--- src/rtl/delta_reg_pkg.sv ---
// Shared types and the per-channel change-detect function for the multi-channel delta register bank.
package delta_reg_pkg;

   // Widest channel value the detect function handles; narrower values are zero-extended.
   localparam int unsigned DM_MAX_W = 256;

   typedef enum logic [1:0] {
      DM_ANY  = 2'd0,
      DM_RISE = 2'd1,
      DM_FALL = 2'd2,
      DM_ANY2 = 2'd3
   } delta_mode_t;

   // Zero-extended upper bits are equal in x and s, so they never contribute a delta.
   function automatic logic delta_detect(input logic [DM_MAX_W-1:0] x,
                                         input logic [DM_MAX_W-1:0] s,
                                         input delta_mode_t         mode);
      case (mode)
         DM_RISE: return |(x & ~s);
         DM_FALL: return |(~x & s);
         default: return |(x ^ s);
      endcase
   endfunction

endpackage

--- src/rtl/delta_reg_channel.sv ---
// One monitored channel: sampled value, sticky pending/overflow flags and a saturating change counter.
module delta_reg_channel
   import delta_reg_pkg::*;
#(
   parameter int unsigned DATA_WIDTH = 32,
   parameter int unsigned CNT_WIDTH  = 8,
   parameter bit          HAS_RESET  = 1'b1
) (
   input  logic                  CLK,
   input  logic                  RSTN,
   input  logic [DATA_WIDTH-1:0] value_i,
   input  logic                  det_en_i,
   input  logic                  arm_i,
   input  delta_mode_t           mode_i,
   input  logic                  rd_i,
   output logic [DATA_WIDTH-1:0] value_o,
   output logic                  pending_o,
   output logic                  overflow_o,
   output logic [CNT_WIDTH-1:0]  count_o
);

   logic [DATA_WIDTH-1:0] sv_q;
   logic                  pending_q, pending_d;
   logic                  overflow_q, overflow_d;
   logic [CNT_WIDTH-1:0]  cnt_q, cnt_d;
   logic                  det_c;

   generate
      if (HAS_RESET) begin : g_sv_rst
         always_ff @(posedge CLK) begin
            if (!RSTN) sv_q <= '0;
            else       sv_q <= value_i;
         end
      end else begin : g_sv_norst
         always_ff @(posedge CLK) sv_q <= value_i;
      end
   endgenerate

   assign det_c = delta_detect(DM_MAX_W'(value_i), DM_MAX_W'(sv_q), mode_i) & det_en_i & arm_i;

   // A new change outranks a same-cycle read; a read racing a change clears nothing.
   always_comb begin
      pending_d  = pending_q;
      overflow_d = overflow_q;
      cnt_d      = cnt_q;

      if (det_c)     pending_d = 1'b1;
      else if (rd_i) pending_d = 1'b0;

      if (det_c && pending_q && !rd_i)        overflow_d = 1'b1;
      else if (rd_i && !(det_c && pending_q)) overflow_d = 1'b0;

      if (rd_i && det_c)  cnt_d = CNT_WIDTH'(1);
      else if (rd_i)      cnt_d = '0;
      else if (det_c)     cnt_d = (cnt_q == '1) ? cnt_q : cnt_q + CNT_WIDTH'(1);
   end

   always_ff @(posedge CLK) begin
      if (!RSTN) begin
         pending_q  <= 1'b0;
         overflow_q <= 1'b0;
         cnt_q      <= '0;
      end else begin
         pending_q  <= pending_d;
         overflow_q <= overflow_d;
         cnt_q      <= cnt_d;
      end
   end

   assign value_o    = sv_q;
   assign pending_o  = pending_q;
   assign overflow_o = overflow_q;
   assign count_o    = cnt_q;

endmodule

--- src/rtl/delta_reg_bank.sv ---
// Multi-channel delta register bank: per-channel change tracking, channel-addressed read/clear, aggregated IRQ.
module delta_reg_bank
   import delta_reg_pkg::*;
#(
   parameter int unsigned NUM_CH     = 4,
   parameter int unsigned DATA_WIDTH = 32,
   parameter int unsigned CNT_WIDTH  = 8,
   parameter bit          HAS_RESET  = 1'b1,
   localparam int unsigned SEL_W     = (NUM_CH > 1) ? $clog2(NUM_CH) : 1
) (
   input  logic                         CLK,
   input  logic                         RSTN,
   input  logic [NUM_CH*DATA_WIDTH-1:0] VALUE_IN,
   input  logic [NUM_CH-1:0]            CH_ENABLE,
   input  logic [1:0]                   MODE,
   input  logic                         READ_EVENT,
   input  logic [SEL_W-1:0]             READ_SEL,
   output logic [DATA_WIDTH-1:0]        READ_DATA,
   output logic [CNT_WIDTH-1:0]         READ_COUNT,
   output logic [NUM_CH*DATA_WIDTH-1:0] VALUE_OUT,
   output logic [NUM_CH-1:0]            CHANGE_PENDING,
   output logic [NUM_CH-1:0]            OVERFLOW,
   output logic                         IRQ
);

   logic                 arm_q;
   logic [CNT_WIDTH-1:0] cnt_arr [NUM_CH];
   delta_mode_t          mode_c;

   assign mode_c = delta_mode_t'(MODE);

   // Blocks detection on the first edge out of reset, when the sampled values are stale.
   always_ff @(posedge CLK) begin
      if (!RSTN) arm_q <= 1'b0;
      else       arm_q <= 1'b1;
   end

   for (genvar i = 0; i < int'(NUM_CH); i++) begin : g_ch
      delta_reg_channel #(
         .DATA_WIDTH(DATA_WIDTH),
         .CNT_WIDTH (CNT_WIDTH),
         .HAS_RESET (HAS_RESET)
      ) u_ch (
         .CLK       (CLK),
         .RSTN      (RSTN),
         .value_i   (VALUE_IN[i*DATA_WIDTH +: DATA_WIDTH]),
         .det_en_i  (CH_ENABLE[i]),
         .arm_i     (arm_q),
         .mode_i    (mode_c),
         .rd_i      (READ_EVENT && (32'(READ_SEL) == i)),
         .value_o   (VALUE_OUT[i*DATA_WIDTH +: DATA_WIDTH]),
         .pending_o (CHANGE_PENDING[i]),
         .overflow_o(OVERFLOW[i]),
         .count_o   (cnt_arr[i])
      );
   end

   // Out-of-range selects match no channel and read back as zero.
   always_comb begin
      READ_DATA  = '0;
      READ_COUNT = '0;
      for (int unsigned i = 0; i < NUM_CH; i++) begin
         if (32'(READ_SEL) == i) begin
            READ_DATA  = VALUE_OUT[i*DATA_WIDTH +: DATA_WIDTH];
            READ_COUNT = cnt_arr[i];
         end
      end
   end

   assign IRQ = |CHANGE_PENDING;

endmodule

--- config.mk ---
export PLATFORM = sky130hd
export DESIGN_NAME = delta_reg_bank
export DESIGN_NICKNAME = d
export VERILOG_FILES = /design/src/rtl/delta_reg_pkg.sv /design/src/rtl/delta_reg_channel.sv /design/src/rtl/delta_reg_bank.sv
export SDC_FILE = /design/constraint.sdc
export NUM_CORES = 1
export LEC_CHECK = 0
export CAP_MARGIN = 20
export CORE_MARGIN = 2
export CORE_UTILIZATION = 44
export CTS_CLUSTER_SIZE = 28
export DETAILED_ROUTE_END_ITERATION = 10
export GPL_TIMING_DRIVEN = 0
export PLACE_DENSITY = 0.75
export SKIP_CTS_REPAIR_TIMING = 1
export SLEW_MARGIN = 20
export SYNTH_ARGS = -nofsm -noshare
export SYNTH_HDL_FRONTEND = slang
export SYNTH_SLANG_ARGS = --single-unit
--- constraint.sdc ---
create_clock -name CLK -period 2.5 [get_ports CLK]
set_clock_uncertainty 0.1 [all_clocks]
set_input_delay 0.375 -clock CLK [delete_from_list [all_inputs] [get_ports CLK]]
set_output_delay 0.375 -clock CLK [all_outputs]
set_load 0.005 [all_outputs]
======== Word-level counts from Yosys, hierarchy flattened ========
Index checks and enable logic that the tools add are counted.
cells by class
  magnitude comparators ................... 0
  bitwise gates (word level) .............. 33
  $mul .................................... 0
  reduce and logical (&&, ||, !) cells .... 66
  shift-type cells ........................ 0
  div/mod/pow operators ................... 0
  equality and inequality tests ........... 13
  add/sub/neg operators ................... 4
  muxes and demuxes ....................... 45
operators by type and width
  kind                   number
  $reduce_or A256 Y1     12
  $not A32 Y256          8
  $and A256 B32 Y256     4
  $and A32 B256 Y256     4
  $mux W32               4
  $xor A32 B32 Y32       4
  $mux W1                33
  $add A8 B1 Y8 const B  4
  $eq A8 B8 Y1 const B   4
  $mux W8                4
  $logic_and A1 B1 Y1    20
  $reduce_and A2 Y1      8
  $reduce_bool A2 Y1     8
  $ne A3 B1 Y1 const B   4
  $reduce_bool A3 Y1     4
  $reduce_or A3 Y1       4
  $and A1 B1 Y1          8
  $logic_not A1 Y1       8
  $pmux W1 S2            4
  $eq A2 B2 Y1 const B   3
  $not A1 Y1             5
  $eq A2 B1 Y1 const B   2
  $reduce_or A4 Y1       1
  $logic_not A2 Y1       1
storage, ports and cells
  bits in latches ......................... 0
  bits of input ports ..................... 139
  register bits after elaboration ......... 169
  memory bits (read-only) ................. 0
  memories kept ........................... 0
  word-level logic and storage cells ...... 182
  output and inout bits ................... 177
  memory bits (writable) .................. 0

======== Longest topological paths before layout ========
  depth after elaboration ................. 11
  depth in mapped cells ................... 11

======== Hierarchy ========
A second synthesis with hierarchy kept.
second synthesis, totals
  cells, all modules ...................... 1244
  area, all modules ....................... 11850.1 um^2
modules (own cells, without submodules)
  module             area an instance (um^2)  seq. area each (um^2)  cells each  instances
  delta_reg_channel  2693.8                   840.8                  297         4
  delta_reg_bank     1074.8                   20.0                   56          1

======== Least setup slack after synthesis ========
Ideal clock, no wire load.
  path kind ............................... input to register
  start point ............................. input port MODE[0]
  end point ............................... register g_ch[1].u_ch.overflow_q
  path buffers ............................ 1
  data arrival time ....................... 2.194 ns
  stages on the path ...................... 11
  setup slack ............................. 0.079 ns
  library setup time ...................... 0.127 ns
  data required time ...................... 2.273 ns
  cells stage by stage .................... inv_1 > ha_1 > nand4_1 > nor4_1 > a31o_1 > a31oi_2 > buf_2 > and2_1 > ha_1 > mux2i_1 > nor2_1
between the ends
  cells in the longest elaborated chain, start to end .. 8
RTL lines
  what                                          RTL line                                          source
  from (decl)                                   delta_reg_bank.sv:15                              input logic [1:0] MODE,
  $eq A2 B2 Y1 or $eq A2 B1 Y1 (tied branches)  delta_reg_pkg.sv:18                               case (mode)
  $pmux W1 S2 *                                 delta_reg_pkg.sv:18
  $and A1 B1 Y1 * (2 in series)                 delta_reg_channel.sv:39                           assign det_c = delta_detect(DM_MAX_W'(value_i), DM_MAX_W'(sv_q), mode_i) & det_en_i & arm_i;
  $logic_and A1 B1 Y1 *                         delta_reg_channel.sv:50, delta_reg_channel.sv:51
  $logic_not A1 Y1                              delta_reg_channel.sv:51                           else if (rd_i && !(det_c && pending_q)) overflow_d = 1'b0;
  $logic_and A1 B1 Y1                           delta_reg_channel.sv:51
  $reduce_bool A2 Y1 (no line)                  --
  to (signal assigned)                          delta_reg_channel.sv:65                           overflow_q <= overflow_d;
  to (decl)                                     delta_reg_channel.sv:24                           logic overflow_q, overflow_d;
Mark *: on every way between the ends. The rest lies on a longest branch, timed or not.
A chain may end at the register's enable or synchronous reset.

======== Worst setup path in the final report ========
  start point ............................. register g_ch[0].u_ch.sv_q[28]
  end point ............................... register g_ch[0].u_ch.overflow_q
between the ends
  cells in the longest elaborated chain, start to end .. 10
RTL lines
  what                           RTL line                                          source
  from (decl)                    delta_reg_channel.sv:22                           logic [DATA_WIDTH-1:0] sv_q;
  from (signal assigned)         delta_reg_channel.sv:32                           else sv_q <= value_i;
  $not A32 Y256                  delta_reg_pkg.sv:19                               DM_RISE: return |(x & ~s);
  $and A32 B256 Y256             delta_reg_pkg.sv:19
  $reduce_or A256 Y1             delta_reg_pkg.sv:19
  $pmux W1 S2 *                  delta_reg_pkg.sv:18
  $and A1 B1 Y1 * (2 in series)  delta_reg_channel.sv:39
  $logic_and A1 B1 Y1 *          delta_reg_channel.sv:50, delta_reg_channel.sv:51
  $logic_not A1 Y1               delta_reg_channel.sv:51
  $logic_and A1 B1 Y1            delta_reg_channel.sv:51
  $reduce_bool A2 Y1 (no line)   --
  to (signal assigned)           delta_reg_channel.sv:65
  to (decl)                      delta_reg_channel.sv:24
Marked as above.

==> results.py <==
metrics = {
    "clock_tree": {
        "cts-buffers-inserted": 17,
        "cts_max_path_buffers": 2,
        "clk_pin_slew_ns": 0.08,
        "root_buffer": "clkbuf_16",
        "cts_tree": "done",
        "cts_max_level": 4,
        "clock_latency_ns": 0.45,
        "clock_sinks": 169,
    },
    "place": {
        "dp_hpwl_um": 34400,
        "port_buffers": 313,
        "dp_cells": 1875,
        "place_congestion": 0.991,
        "place_area_um2": 14800,
    },
    "timing": {
        "setup-violations-final": 4,
        "hold_viol_final": 0,
        "fmax_mhz": 374,
        "fin_hold_ws_ns": 0.115,
        "fin_ws_ns": -0.173,
        "slew_viol_final": 0,
        "rsz0062_at_grt": "yes",
        "worst_slew_pin_slew_ns": 0.749,
        "finalCritPeriodShare": 1.07,
        "slew_headroom": 0.501,
        "period_needed_ns": 2.67,
        "setup_tns_ns": -0.320,
    },
    "critical_path": {
        "required_ns": 2.72,
        "start_kind": "register",
        "ff2ff_setup_slack_ns": -0.17,
        "crit_fanout": 5,
        "critPathSlowestCell": "dfxtp_4",
        "worstPathCellList": "ha_1, nor4_2, nand4_1, o21a_1, o31a_1, and2_4, ha_4, mux2i_1, nor2_1",
        "max_stage_delay_ns": 0.36,
        "timing.rr.start": "g_ch[0].u_ch.value_o[28]$_SDFF_PN0_",
        "critPathTopFamily": "simple AND/OR/NAND/NOR gates",
        "worstSetupPathType": "register to register",
        "reg2reg_depth": 9,
        "crit_arrival_ns": 2.89,
        "path_buf_inv": 0,
        "worstSetupEndpointType": "register",
        "timing.rr.end": "g_ch[0].u_ch.overflow_o$_SDFFE_PN0P_",
    },
    "layout": {
        "register_area_um2": 3680,
        "final_cells": 1977,
        "fillers": 1805,
        "syn_to_final_growth_pct": 53.9,
        "drive_above_1_share": 0.254,
        "fin_util": 0.690,
        "fin_nets": 2035,
        "final_area_um2": 17400,
        "multi_input_area_um2": 7530,
    },
    "synth": {
        "synth_top_area_frac": 0.300,
        "yosys_warnings": 0,
        "yosys_register_bits": 169,
        "syn-num-nets": 1637,
        "ys_seq_area_frac": 0.300,
        "postSynthCellCount": 1232,
        "async_flop_share": 0,
        "synth_top_area_cell": "dfxtp_1",
        "syn_avg_cell_area_um2": 9.16,
        "ys.flop_type": "dfxtp_1",
        "synth.cell_area_um2": 11300,
        "synth_edf_count": 0,
        "synth_area_leaders": "dfxtp_1, ha_1, inv_1",
        "ys_types": 45,
    },
    "global_route": {
        "grt_pass1_wl_um": 59400,
        "antenna_found_initial": 9,
        "grt_remaining_overflow": 0,
        "grt_pass1_vias": 10294,
        "grt_max_degree": 18,
        "track_usage": 0.301,
    },
    "hold_path": {
        "worstHoldStart": "VALUE_IN[98]",
        "hp-class": "input port to register",
        "whs_path_depth": 3,
        "hold_path_end": "g_ch[3].u_ch.value_o[2]$_SDFF_PN0_",
    },
    "die": {
        "core_um2": 25200,
        "initial_core_util": 0.448,
        "die_area_um2": 27000,
        "dieWidth_um": 164,
        "row_count": 58,
        "ioPinCount": 316,
        "die_h_um": 164,
    },
    "routing": {
        "remaining_drc_errors": 0,
        "wl_per_cell_um": 22.8,
        "wl_um": 45000,
        "vias_per_cell": 5.52,
        "ant_nets": 0,
        "drt_first_pass_iters": 6,
        "first_iter_violations": 938,
        "dr_total_vias": 10915,
    },
    "job": {
        "maxCapViolations": 0,
    },
    "outcome": {
        "outcome": "finished with violations",
        "failed_checks": "negative setup slack",
    },
    "pwr": {
        "power_density_nw_per_um2": 434,
        "leakage_uw": 0.00869,
        "ir_drop_uv": 342,
    },
}
[sequential cells by signal, indices dropped and copies added (netlist names)]
| register | count |
|---|---|
| g_ch.u_ch.value_o | 128 |
| g_ch.u_ch.pending_o | 4 |
| g_ch.u_ch.overflow_o | 4 |
| arm_q | 1 |
| g_ch.u_ch.count_o | 32 |
[cell type report]
cell class              instances  share of cell area
clock buffers                  17              0.0245
well taps                     330              0.0238
repair buffers                380               0.225
clock inverters                14             0.00871
inverters                     267              0.0577
plain buffers                  41              0.0148
multi-input cells             754               0.433
diodes                          5            0.000720
flip-flops and latches        169               0.212
[how the worst max path moves through the flow]
stage | startpoint | to | slack, ns | cells after the start
after CTS | MODE[0] | g_ch[3].u_ch.overflow_o$_SDFFE_PN0P_ | -0.56 | 12
after global routing | g_ch[0].u_ch.value_o[28]$_SDFF_PN0_ | g_ch[0].u_ch.overflow_o$_SDFFE_PN0P_ | -0.27 | 10
after global placement | MODE[0] | g_ch[3].u_ch.overflow_o$_SDFFE_PN0P_ | -0.91 | 12
after detailed placement | MODE[0] | g_ch[3].u_ch.overflow_o$_SDFFE_PN0P_ | -1.00 | 12
after floorplan | MODE[0] | g_ch[1].u_ch.overflow_o$_SDFFE_PN0P_ | 0.08 | 11
final | g_ch[0].u_ch.value_o[28]$_SDFF_PN0_ | g_ch[0].u_ch.overflow_o$_SDFFE_PN0P_ | -0.17 | 9
[metrics by stage]
step | worst slack (ns) | total power [µW]
4_1_cts | -0.556 | 7230
5_1_grt | -0.272 | 7800
6_report | -0.173 | 7540
3_3_place_gp | -0.911 | 4540
2_1_floorplan | 0.0793 | 3630
3_5_place_dp | -1.00 | 4570
[cell usage after synthesis, types with 3 or more instances]
cell type	instances
dfxtp_1	169
and3_1	22
buf_2	10
a31oi_1	4
o21ai_1	10
nor2_1	145
a31o_1	7
buf_1	8
nand2_1	35
mux4_2	38
ha_1	266
nand4_1	52
and2_1	9
a21oi_1	18
o21ai_0	8
nor4_1	72
o31ai_1	3
buf_4	9
nand3_1	12
o311ai_1	3
or4_1	5
o41ai_1	3
or3_1	4
clkbuf_1	12
mux2i_1	8
nand4b_1	3
a31oi_2	3
a41o_1	6
inv_1	266
[where the power goes]
group	total, µW	internal [µW]	switching (µW)
clock network	2710	1420	1300
logic	1830	979	850
registers	3000	2800	199
total	7540	5190	2350
[kinds of logic after synthesis]
family                   synth area share
AND/OR/NAND/NOR                     0.166
buffers and inverters               0.108
adder cells (fa/ha/maj)             0.295
flip-flops                          0.300
AO/OA/AOI/OAI                      0.0434
multiplexers                       0.0876
[cell usage in the layout, fill, tap and decap left out, types with 6 or more instances in the layout]
cell             Yosys  final
a21oi_1             18     18
a31o_1               7      7
a41o_1               6      6
and2_1               9      7
and3_1              22     22
buf_1                8      6
buf_4                9     79
clkbuf_1            12     10
clkbuf_16            0     17
clkdlybuf4s50_1      0    204
dfxtp_1            169     61
dfxtp_2              0     45
dfxtp_4              0     63
dlymetal6s2s_1       0    109
ha_1               266    218
ha_2                 0     36
ha_4                 0     12
inv_1              266    245
inv_2                1     22
inv_6                0      6
mux2i_1              8      8
mux4_2              38     38
nand2_1             35     35
nand3_1             12     12
nand4_1             52     52
nor2_1             145    145
nor4_1              72      8
nor4_2               0     47
nor4_4               0     17
o21ai_1             10      9
[metal layers]
| metal | global-route usage | up-vias | part of all wire | wire length, µm |
|---|---|---|---|---|
| li1 | - | 4945 | - | - |
| met1 | 0.385 | 5270 | 0.39 | 17800 |
| met2 | 0.480 | 553 | 0.47 | 21000 |
| met3 | 0.0657 | 139 | 0.083 | 3750 |
| met4 | 0.146 | 8 | 0.053 | 2390 |
| met5 | 0 | - | 0.0012 | 53 |
[worst reg2reg max path: stages (launching register included)]
cell	delay, ns
dfxtp_4	0.36
ha_1	0.20
nor4_2	0.32
nand4_1	0.26
o21a_1	0.28
o31a_1	0.36
and2_4	0.20
ha_4	0.26
mux2i_1	0.17
nor2_1	0.05
No activity file was read; power rests on OpenSTA's default activity.
